<file path="config.mk">
export PLATFORM = sky130hd
export DESIGN_NAME = trigger_scheduler
export DESIGN_NICKNAME = d
export VERILOG_FILES = /design/src/rtl/trigger_scheduler.sv
export SDC_FILE = /design/constraint.sdc
export NUM_CORES = 1
export LEC_CHECK = 0
export ABC_CLOCK_PERIOD_IN_PS = 3700
export BUFFER_PORTS_ARGS = -buffer_cell sky130_fd_sc_hd__buf_2
export CELL_PAD_IN_SITES_DETAIL_PLACEMENT = 1
export CELL_PAD_IN_SITES_GLOBAL_PLACEMENT = 1
export CORE_UTILIZATION = 39
export CTS_CLUSTER_DIAMETER = 150
export DETAILED_ROUTE_END_ITERATION = 12
export PLACE_DENSITY = 0.8
export SYNTH_ARGS = -nofsm -noshare
export SYNTH_HDL_FRONTEND = slang
export SYNTH_SLANG_ARGS = --single-unit
</file>
<file path="constraint.sdc">
create_clock -name clk -period 3.7 [get_ports clk]
set_input_delay 0.555 -clock clk [delete_from_list [all_inputs] [get_ports clk]]
set_output_delay 0.555 -clock clk [all_outputs]
set_load 0.005 [all_outputs]
</file>
<file path="src/rtl/trigger_scheduler.sv">
// trigger_scheduler: one periodic trigger generator shared round-robin between
// NREQ requesters; each grant runs a burst of count[i] pulses every period[i] cycles.
module trigger_scheduler #(
    parameter int NREQ = 4,
    parameter int PW   = 8,
    parameter int CW   = 4
) (
    input  logic                 clk,
    input  logic                 rst,
    input  logic [NREQ-1:0]      req,
    input  logic [NREQ*PW-1:0]   period,
    input  logic [NREQ*CW-1:0]   count,
    input  logic                 abort,
    output logic [NREQ-1:0]      gnt,
    output logic [NREQ-1:0]      done,
    output logic                 aborted,
    output logic                 trigger,
    output logic                 busy
);

    localparam int unsigned     NR  = NREQ;
    localparam int              IW  = $clog2(NREQ);
    localparam logic [NREQ-1:0] ONE = NREQ'(1);

    typedef enum logic [1:0] {S_IDLE, S_RUN, S_DONE} state_t;

    state_t          state_q;
    logic [IW-1:0]   ptr_q;
    logic [IW-1:0]   idx_q;
    logic [PW-1:0]   p_q;
    logic [PW-1:0]   cnt_q;
    logic [CW-1:0]   k_q;
    logic [NREQ-1:0] gnt_q;
    logic [NREQ-1:0] done_q;
    logic            aborted_q;
    logic            trigger_q;
    logic            busy_q;

    logic            win_vld_d;
    logic [IW-1:0]   win_idx_d;
    logic [PW-1:0]   win_p_d;
    logic [CW-1:0]   win_k_d;
    int unsigned     cand;

    // Round-robin winner: first set req bit searching upward from ptr_q, wrapping.
    always_comb begin
        win_vld_d = 1'b0;
        win_idx_d = '0;
        win_p_d   = '0;
        win_k_d   = '0;
        cand      = 0;
        for (int unsigned off = 0; off < NR; off++) begin
            cand = 32'(ptr_q) + off;
            if (cand >= NR) begin
                cand = cand - NR;
            end
            if (!win_vld_d && req[cand[IW-1:0]]) begin
                win_vld_d = 1'b1;
                win_idx_d = cand[IW-1:0];
            end
        end
        for (int unsigned i = 0; i < NR; i++) begin
            if (win_idx_d == IW'(i)) begin
                win_p_d = period[PW*i +: PW];
                win_k_d = count[CW*i +: CW];
            end
        end
    end

    // Sequencer: grant/latch in IDLE, count out pulses in RUN, one-cycle DONE.
    always_ff @(posedge clk or posedge rst) begin
        if (rst) begin
            state_q   <= S_IDLE;
            ptr_q     <= '0;
            idx_q     <= '0;
            p_q       <= '0;
            cnt_q     <= '0;
            k_q       <= '0;
            gnt_q     <= '0;
            done_q    <= '0;
            aborted_q <= 1'b0;
            trigger_q <= 1'b0;
            busy_q    <= 1'b0;
        end else begin
            case (state_q)
                S_IDLE: begin
                    done_q    <= '0;
                    aborted_q <= 1'b0;
                    trigger_q <= 1'b0;
                    if (win_vld_d) begin
                        idx_q  <= win_idx_d;
                        gnt_q  <= ONE << win_idx_d;
                        p_q    <= (win_p_d == '0) ? PW'(1) : win_p_d;
                        k_q    <= win_k_d;
                        cnt_q  <= '0;
                        busy_q <= 1'b1;
                        if (win_k_d != '0) begin
                            state_q <= S_RUN;
                        end else begin
                            state_q <= S_DONE;
                            done_q  <= ONE << win_idx_d;
                        end
                    end
                end
                S_RUN: begin
                    if (abort) begin
                        cnt_q     <= '0;
                        trigger_q <= 1'b0;
                        aborted_q <= 1'b1;
                        done_q    <= gnt_q;
                        state_q   <= S_DONE;
                    end else if (cnt_q == p_q - PW'(1)) begin
                        cnt_q     <= '0;
                        k_q       <= k_q - CW'(1);
                        trigger_q <= 1'b1;
                        if (k_q == CW'(1)) begin
                            done_q  <= gnt_q;
                            state_q <= S_DONE;
                        end
                    end else begin
                        cnt_q     <= cnt_q + PW'(1);
                        trigger_q <= 1'b0;
                    end
                end
                S_DONE: begin
                    state_q   <= S_IDLE;
                    gnt_q     <= '0;
                    done_q    <= '0;
                    aborted_q <= 1'b0;
                    trigger_q <= 1'b0;
                    busy_q    <= 1'b0;
                    ptr_q     <= (idx_q == IW'(NR - 1)) ? '0 : idx_q + IW'(1);
                end
                default: state_q <= S_IDLE;
            endcase
        end
    end

    assign gnt     = gnt_q;
    assign done    = done_q;
    assign aborted = aborted_q;
    assign trigger = trigger_q;
    assign busy    = busy_q;

endmodule

</file>
==> results of run 1 <==
synthesized netlist by cell type, types with 5 or more instances:
cell,n
dfrtp_1,37
xnor2_1,5
nand4_1,5
a21oi_1,16
clkbuf_1,8
nand2_1,43
ha_1,9
mux2_2,10
mux2i_1,20
o21ai_0,25
nand3_1,17
nor2_1,23
xor2_1,7
inv_1,9
nor3_1,6
layout by cell type (no fill, tap or decap), drive strengths merged, types with 2 or more instances in the layout:
cell,Yosys,layout
a21o,4,4
a21oi,16,16
a22o,2,2
a31oi,4,4
a32o,2,2
and3,2,2
and4,2,2
buf,7,70
bufinv,0,2
clkbuf,9,5
dfrtp,37,37
ha,9,9
inv,9,9
mux2,10,10
mux2i,20,20
nand2,44,44
nand2b,2,2
nand3,17,17
nand4,5,5
nor2,23,23
nor2b,4,4
nor3,8,8
nor3b,2,2
nor4,3,3
o21ai,28,28
o31ai,2,2
or2,3,3
or4,2,2
xnor2,5,5
xor2,7,7
routing by layer:
layer	vias to the layer above	track usage [%]	part of all wire (%)
met5	-	0	0
li1	1185	-	-
met3	8	4.274	2.8
met2	36	40.91	51
met1	1193	27.87	45
met4	0	4.702	1.2
registers in the layout (all words and copies together), names as in the netlist:
name,count
aborted,1
busy,1
cnt_q,8
done,4
gnt,4
idx_q,2
k_q,4
p_q,8
ptr_q,2
state_q,2
trigger,1
layout make-up:
type	count	area [µm²]	share of cell area, %
multi-input combinational	238	1533	49.68
sequential	37	925.9	30.01
timing repair buffer	70	362.8	11.76
tap	77	96.34	3.122
clock buffer	5	68.82	2.230
clock inverter	3	65.06	2.109
inverter	9	33.78	1.095
cells by family (layout without fill, tap and decap cells):
group | after synthesis | in the layout | share of synthesized area, %
fa+ha+maj | 9 | 9 | 4.388
simple gates | 119 | 119 | 23.06
flops | 37 | 37 | 36.08
buf+inv | 25 | 87 | 4.193
xor+xnor | 12 | 12 | 4.096
mux | 30 | 30 | 12.19
compound gates | 68 | 68 | 15.99
through the flow:
step / setup slack (ns) / cell area, µm² / power, mW / cells
after floorplan: 1.096 / 2566 / 1.581 / 300
after global placement: 0.8484 / 2952 / 1.873 / 431
after detailed placement: 0.6758 / 2952 / 1.937 / 431
after CTS: 0.6136 / 3085 / 2.375 / 439
after global routing: 0.3765 / 3085 / 2.561 / 439
final: 0.6335 / 3085 / 2.356 / 439
worst paths after layout:
path / startpoint / end / slack [ns] / depth (start not counted)
setup / recovery: p_q[0] / done[3] / 0.63 / 10
hold / removal: rst / cnt_q[7] / 0.45 / 2
setup reg to reg: p_q[0] / done[3] / 0.63 / 10
hold reg to reg: busy / busy / 0.48 / 1
max in group asynchronous: rst / done[2] / 2.47 / 3
min in group clk: busy / busy / 0.48 / 1
critical path: cells and delay by family, from the launching register on:
kind	cells	cell delay [ns]
flip-flops	1	0.44
buffers and inverters	1	0.09
adder cells (fa/ha/maj)	1	0.32
AND/OR/NAND/NOR	3	1.08
AO/OA/AOI/OAI	5	1.05
report_power, final:
| group | total, mW | internal [mW] | switching [mW] |
|---|---|---|---|
| combinational | 1.20 | 0.496 | 0.703 |
| sequential | 0.728 | 0.556 | 0.172 |
| clock | 0.430 | 0.268 | 0.162 |
==> impl_results.md, run 1 <==
- Largest stage delay on the critical path: ~0.52 ns
- Top post-synthesis cells by area: dfrtp_1 36%, mux2i_1 7.8%, nand2_1 6.3%
- Vias per inst: 5.517
- Maximum operating frequency: 0.3261 GHz
- Final net count: 425
- Die footprint: between 6000 and 7000 µm²
- Clock sink count: 37
- Antenna violations before repair: 0
- Share of the clock period used by the worst path after layout: 82.88%
- Total GRT Usage: 22.61%
- PwrDens: 763.5 nW/µm²
- GPL Wtd Cong: 0.8550
- Via count of the routed design: 2422
- Clock buffer count from CTS: 5
- Unrepaired setup endpoints after global routing: false
- Final Hold Vio Count: 0
- Count of mapped cells out of synthesis: 300
- Required time reported for the critical path endpoint: 3.92 ns
- Primary flip-flop cell chosen by synthesis mapping: dfrtp_1
- Die height: 83.12 µm
- Source-to-sink clock delay at the later pin of the worst-skew pair: slightly above 0.3 ns
- Pin count of the biggest net entering global routing: 26
- Count of TritonRoute iterations in the first routing pass: 4
- Post-cts sizing count: 0
- Number of hold-repair buffers added at the cts stage: 0
- Worst Tran Pin Value: 1.032 ns
- Critical path startpoint category: flip-flop
- Clock-pin slew reported for the worst setup and hold paths after clock tree synthesis: 0.09 ns
- Count of fill cells added during filler insertion: between 700 and 800
- Max-cap violation count: 0
- Count of input and output buffers: 65
- Area of the placeable core: around 6300 µm²
- Final antenna-violating net count: 0
- Worst IR Drop VDD: about 320 µV
- Routed length per instance: 16.42 µm
- Critical path endpoint category: flip-flop
- Netlist area before placement: 2566 µm²
- Mean area per synthesized cell: roughly 8.6 µm²
- Worst hold slack across all endpoints: 0.4541 ns
- Number of distinct library cells after synthesis: 50
- Overall overflow remaining after global route: 0
- Net count of the mapped netlist: 364
- Yosys warning total: 0
- ANT cells: 0
- Detailed placer's ending HPWL: 5.543 mm
- CP arrival: around 3.3 ns
- Yosys top cell area share: 36.08%
- Growth of design area from synthesis to finish: 20.23%
- Start-to-end type of the worst setup path: flip-flop to flip-flop
- Vias in the first global route: approximately 2600
- H-tree Lvls: 2
- Leakage power total: 1.483 nW
- Number of violations reported at the end of detailed-routing iteration 0: 46
- Initial Util: about 40%
- Clk buf depth: 2
- Clock root buffer: clkbuf_8
- Area leader, netlist: dfrtp_1
- Max-slew violation count: 0
- Boundary pin count: 66
- Buffers inserted during post-CTS setup optimization: 0
- Worst rel slew slack: 31.17%
- Hold Path Class: input pin to asynchronous set/reset pin
- Number of remaining DRC errors: 0
- Die outline width: between 80 and 90 µm
- Number of flops mapped to enable cells by yosys: 0
- Cells traversed along the worst timing path: inv_1 -> ha_1 -> o21ba_1 -> a221oi_1 -> a41oi_1 -> or4_1 -> o21ai_1 -> nor2b_1 -> nor2_1 -> a31oi_1
- Share of async-settable or async-resettable flops after synthesis: 100.0%
- Global-route wire length before repair: 12.58 mm
- Critical Path Slowest Stage Cell: or4_1
- TritonCTS clock tree: yes
- Layout cells sized above 1: 26.52%
- Total Routed Length: 7.209 mm
- Final critical path time including I/O delays and setup: a little over 3 ns
- Setup tns final: 0 ns
- Final core area utilization: 48.59%
- Placement row count: 29
- Clock skew after layout: roughly 0.011 ns
- Crit path max fanout: 8
- Flops & latches, synth: 37
- Portion of the post-synthesis area used by sequential elements: 36.08%
- Number of setup violations in the final report: 0
- Result of the run: finished, final reports clean
Power figures use the tool's default switching activity.
==> run 2, diff against run 1 <==
- ABC_CLOCK_PERIOD_IN_PS: 3700 -> 2750
- CORE_UTILIZATION: 39 -> 35
- PLACE_DENSITY: 0.8 -> 0.76
- clock period: 3.7 -> 2.75 ns (I/O delays scaled with it)
==> run 2 against run 1 <==
Net effect:
- via count rose by 2.2%
- critical endpoint unchanged
- critical path depth rose by 1
- sequential power rose by 31%
- global-route usage fell by 1.4 points
- first-iteration DRC count rose by 39%
- wire length rose by 1.1%
- register-to-register slack got worse by 0.39 ns
==> impl_results.md, run 2 (synthesis gave the netlist of run 1 again) <==
- Worst Tran Pin Value: 0.8306 ns
- Total area of sequential cells: 925.9 µm²
- Worst hold slack across all endpoints: 0.2265 ns
- Setup tns final: 0 ns
- Metal1 wirelength: 3.170 mm
- Detailed placer's ending HPWL: 5.681 mm
- TritonCTS clock tree: yes
- Area of the placeable core: 6944 µm²
- Critical path endpoint category: flip-flop
- Post-cts sizing count: 0
- Clock skew after layout: 0.008325 ns
- Total area of multi-input combinational cells: 1548 µm²
- Die footprint: 7678 µm²
- Final antenna-violating net count: 0
- Leakage power total: between 1.5 and 2 nW
- CP arrival: 2.71 ns
- Post-placement cell area: 3073 µm²
- Clock-pin slew reported for the worst setup and hold paths after clock tree synthesis: 0.08 ns
- Unrepaired setup endpoints after global routing: false
- Portion of total power attributed to combinational logic: 56.9%
- Start-to-end type of the worst setup path: flip-flop to flip-flop
- Routed length per instance: 15.51 µm
- Max-cap violation count: 0
- Pre-CTS worst setup slack: 0.1447 ns
- Clk buf depth: 2
- Vias per inst: 5.266
- Count of TritonRoute iterations in the first routing pass: 4
- Share of the clock period used by the worst path after layout: 91.03%
- Required time reported for the critical path endpoint: 2.95 ns
- Largest registers ranked by flip-flop count: cnt_q (8), p_q (8)
- Critical path startpoint category: flip-flop
- Global-route wire length before repair: 12.64 mm
- Max-slew violation count: 0
- Total Routed Length: ~7.3 mm
- Worst IR Drop VDD: 450.6 µV
- Met2 Routed Length: 3.766 mm
- Commonest non-fill, non-tap cell in the layout: buf_2
- Design Area, Final: 3174 µm²
- Clock sink count: 37
- Clock buffer count from CTS: 5
- Buffers inserted during post-CTS setup optimization: 0
- Pin count of the biggest net entering global routing: 38
- Count of fill cells added during filler insertion: 870
- Vias in the first global route: ~2700
- Die outline width: 87.63 µm
- Number of violations reported at the end of detailed-routing iteration 0: 64
- Count of input and output buffers: 65
- Hold Path Class: input pin to asynchronous set/reset pin
- Result of the run: finished, final reports clean
- Final net count: approximately 440
- Maximum operating frequency: 0.3995 GHz
- Source-to-sink clock delay at the later pin of the worst-skew pair: 0.29 ns
- Max Used Layer: met4
- Part of the power in the clock network: 12.7%
- Clock root buffer: clkbuf_8
- Worst setup slack after layout: between 0.2 and 0.25 ns
- Via count of the routed design: about 2500
- Die height: slightly below 90 µm
- Total GRT Usage: 21.18%
- Final critical path time including I/O delays and setup: roughly 2.5 ns
- Switching power: 1.400 mW
- Crit path max fanout: 8
- Layout cells sized above 1: 29.14%
- Number of setup violations in the final report: 0
- GPL Wtd Cong: 0.8260
- PwrDens: 983.9 nW/µm²
- Number of hold-repair buffers added at the cts stage: 0
- Number of cells on the worst reg-to-reg path: 11
- Overall overflow remaining after global route: 0
- Final Hold Vio Count: 0
- Worst rel slew slack: 44.63%
- ANT cells: 0
- Antenna violations before repair: 0
- Part of the total power dissipated in sequential elements: 30.4%
- Placement row count: 30
- Internal: 1.723 mW
- Initial Util: between 30% and 40%
- H-tree Lvls: 2
- Boundary pin count: 66
- Met3 wire len: around 250 µm
- Power, Total: ~3.1 mW
- Number of remaining DRC errors: 0
- Switching part of the total power: 44.82%
- Commonest cells after routing, fill and taps aside: 65 x buf_2, 43 x nand2_1, 37 x dfrtp_1
- Growth of design area from synthesis to finish: 23.70%
-- run 2: layout make-up --
type | count | area share [%]
clock buffers | 7 | 2.720
flip-flops and latches | 37 | 29.17
inverters | 9 | 1.064
repair buffers | 83 | 14.51
multi-input cells | 238 | 48.76
well taps | 96 | 3.784
-- run 2: power by group through the flow --
stage               Clock [mW]  Combinational (mW)  Sequential (mW)
floorplan                    0                1.21            0.917
global placement             0                1.68            0.950
detailed placement           0                1.75            0.956
CTS                      0.410                1.76            0.950
global route             0.433                2.01            0.981
finish                   0.397                1.78            0.951
-- run 2: path summary, 6_finish.rpt --
check	from	to	slack (ns)
worst max register to register	p_q[0]	done[3]	0.25
min in group clk	abort	aborted	0.40
max in group asynchronous	rst	state_q[1]	2.17
worst max-delay path	p_q[0]	done[3]	0.25
worst min-delay path	rst	cnt_q[7]	0.23
worst min register to register	busy	busy	0.49
-- run 2: per-stage QoR --
stage,cells,util (%)
2_1_floorplan,300,-
3_3_place_gp,463,44.25
3_5_place_dp,463,44.25
4_1_cts,470,45.50
5_1_grt,470,45.71
6_report,470,45.71
-- run 2: per-layer routing --
metal	up-vias	GRT usage, %
met5	-	0
met3	12	3.864
li1	1209	-
met4	0	5.514
met1	1212	26.16
met2	42	38.00
-- run 2: critical path: stages (launching register included) --
cell      delay [ns]
dfrtp_1         0.35
inv_1           0.08
ha_4            0.20
o21ba_1         0.17
a221oi_1        0.28
a41oi_1         0.09
or4_1           0.53
o21ai_1         0.18
nor2b_2         0.18
buf_4           0.16
nor2_1          0.04
a31oi_1         0.15
==> run 3, diff against run 2 <==
- RECOVER_POWER: not set -> 25
==> run 3 against run 2 <==
Net effect:
- the flow now finishes with violations (max-capacitance violations, max-slew violations)
- sequential share of layout area about the same
- design area fell by 0.12%
- maximum frequency barely moved
- via count is the same
- largest power group unchanged
- sequential power hardly changed
- flip-flop and latch count did not move
- non-clock buffer count stayed put
- die area unchanged
- count of clock-buffer cells in the layout is the same
- first-iteration DRC count unchanged
- clock power about the same
==> impl_results.md, run 3 (synthesis gave the netlist of run 1 again) <==
- Final antenna-violating net count: 0
- Source-to-sink clock delay at the later pin of the worst-skew pair: ~0.29 ns
- Layout cells sized above 1: 28.88%
- Max-slew violation count: 38
- Growth of design area from synthesis to finish: 23.55%
- Detailed placer's ending HPWL: between 5 and 6 mm
- Die outline width: 87.63 µm
- Pin count of the biggest net entering global routing: 38
- GPL Wtd Cong: between 0.8 and 0.9
- Portion of total power attributed to combinational logic: a little under three fifths
- Routed length per instance: 15.51 µm
- Unrepaired setup endpoints after global routing: false
- Critical Path Slowest Stage Cell: or4_1
- Area of the placeable core: between 6000 and 7000 µm²
- Commonest cells after routing, fill and taps aside: 65 x buf_2, 43 x nand2_1, 37 x dfrtp_1
- Largest registers ranked by flip-flop count: cnt_q (8), p_q (8)
- Maximum operating frequency: between 0.3 and 0.4 GHz
- Die height: about 90 µm
- Total area of sequential cells: 925.9 µm²
- Die footprint: ~7700 µm²
- Buffers inserted during post-CTS setup optimization: 0
- Antenna violations before repair: 0
- Setup tns final: 0 ns
- Final net count: between 400 and 500
- Final critical path time including I/O delays and setup: ~2.5 ns
- Total Routed Length: around 7.3 mm
- Commonest non-fill, non-tap cell in the layout: buf_2
- Start-to-end type of the worst setup path: flip-flop to flip-flop
- Switching part of the total power: ~45%
- Result of the run: complete, but fails checks
- Worst rel slew slack: -36.99%
- Max-cap violation count: 1
- H-tree Lvls: 2
- Post-placement cell area: 3073 µm²
- Number of setup violations in the final report: 0
- Final Hold Vio Count: 0
- Hold Path Class: input pin to flip-flop
- Count of fill cells added during filler insertion: between 800 and 900
- Count of input and output buffers: between 60 and 70
- Clk buf depth: 2
- Internal: roughly 1.7 mW
- Vias per inst: 5.266
- PwrDens: 984.8 nW/µm²
- Critical path startpoint category: flip-flop
- Clock buffer count from CTS: 5
- Total area of multi-input combinational cells: 1548 µm²
- Total GRT Usage: 21.18%
- Final core area utilization: a little under half
- Via count of the routed design: 2475
- Largest stage delay on the critical path: 0.53 ns
- Clock root buffer: clkbuf_8
- Pre-CTS worst setup slack: 0.1447 ns
- Vias in the first global route: approximately 2700
- Placement row count: 30
- Worst Tran Pin Value: 2.055 ns
- Clock-pin slew reported for the worst setup and hold paths after clock tree synthesis: approximately 0.08 ns
- Crit path max fanout: 8
- Switching power: 1.400 mW
- Count of TritonRoute iterations in the first routing pass: 4
- Overall overflow remaining after global route: 0
- Global-route wire length before repair: 12.64 mm
- Part of the total power dissipated in sequential elements: 30.4%
- Required time reported for the critical path endpoint: just under 3 ns
- Worst IR Drop VDD: 450.6 µV
- Critical path endpoint category: flip-flop
- Initial Util: 36.95%
- Worst setup slack after layout: 0.2468 ns
- ANT cells: 0
- Power, Total: about 3.1 mW
- Number of hold-repair buffers added at the cts stage: 0
- Number of remaining DRC errors: 0
- Boundary pin count: 66
- Number of violations reported at the end of detailed-routing iteration 0: 64
- Part of the power in the clock network: 12.7%
- TritonCTS clock tree: yes
- CP arrival: roughly 2.7 ns
- Clock skew after layout: 0.008289 ns
- Failing checks: max-capacitance violations, max-slew violations
- Leakage power total: between 1.5 and 2 nW
- Design Area, Final: roughly 3200 µm²
- Clock sink count: 37
- Share of the clock period used by the worst path after layout: 91.02%
- Cells traversed along the worst timing path: inv_1 -> ha_4 -> o21ba_1 -> a221oi_1 -> a41oi_1 -> or4_1 -> o21ai_1 -> nor2b_2 -> buf_4 -> nor2_1 -> a31oi_1
run 3: changes by cell type in the layout (fill, tap and decap cells not counted), sizes merged:
cell,previous run,this run
clkbuf,7,8
buf,83,82
run 3: repair_timing:
action | in CTS | in global routing
hold endpoints to repair | 0 | 0
resized for setup | 0 | 3
setup endpoints to repair | 0 | 8
run 3: layer usage:
metal	global-route usage (%)	routed length, µm	vias up
li1	-	-	1209
met5	0	0	-
met2	38.00	3766	42
met1	26.16	3167	1212
met4	5.514	108	0
met3	3.864	245	12
run 3: worst paths after layout:
kind | start | end | slack [ns] | cells after the start
min | abort | aborted | 0.40 | 3
max reg2reg | p_q[0] | done[3] | 0.25 | 11
min in group asynchronous | rst | cnt_q[7] | 0.85 | 3
max | p_q[0] | done[3] | 0.25 | 11
max in group asynchronous | rst | state_q[1] | 0.71 | 3
min reg2reg | busy | busy | 0.49 | 1
run 3: layout make-up:
class | instances | share of cell area (%)
clock buffers | 7 | 2.723
inverters | 9 | 1.066
repair buffers | 83 | 14.40
multi-input cells | 238 | 48.82
well taps | 96 | 3.788
flip-flops and latches | 37 | 29.20
run 3: worst max-delay path: cells and delay by family, from the launching register on:
family	cells	cell delay [ns]
AO/OA/AOI/OAI	5	0.87
AND/OR/NAND/NOR	3	0.75
flip-flops	1	0.35
buffers and inverters	2	0.24
adder cells (fa/ha/maj)	1	0.20
run 3: power groups by stage:
stage          registers [mW]  clock network (mW)  logic (mW)
5_1_grt                 0.981               0.433        2.01
4_1_cts                 0.950               0.410        1.76
3_5_place_dp            0.956                   0        1.75
6_report                0.950               0.397        1.78
2_1_floorplan           0.917                   0        1.21
3_3_place_gp            0.950                   0        1.68
run 3: per-stage QoR:
stage          hold slack [ns]  std cells
2_1_floorplan           0.4538        300
3_3_place_gp            0.4679        463
3_5_place_dp            0.4757        463
4_1_cts                 0.2528        470
5_1_grt                 0.3879        470
6_report                0.3961        470
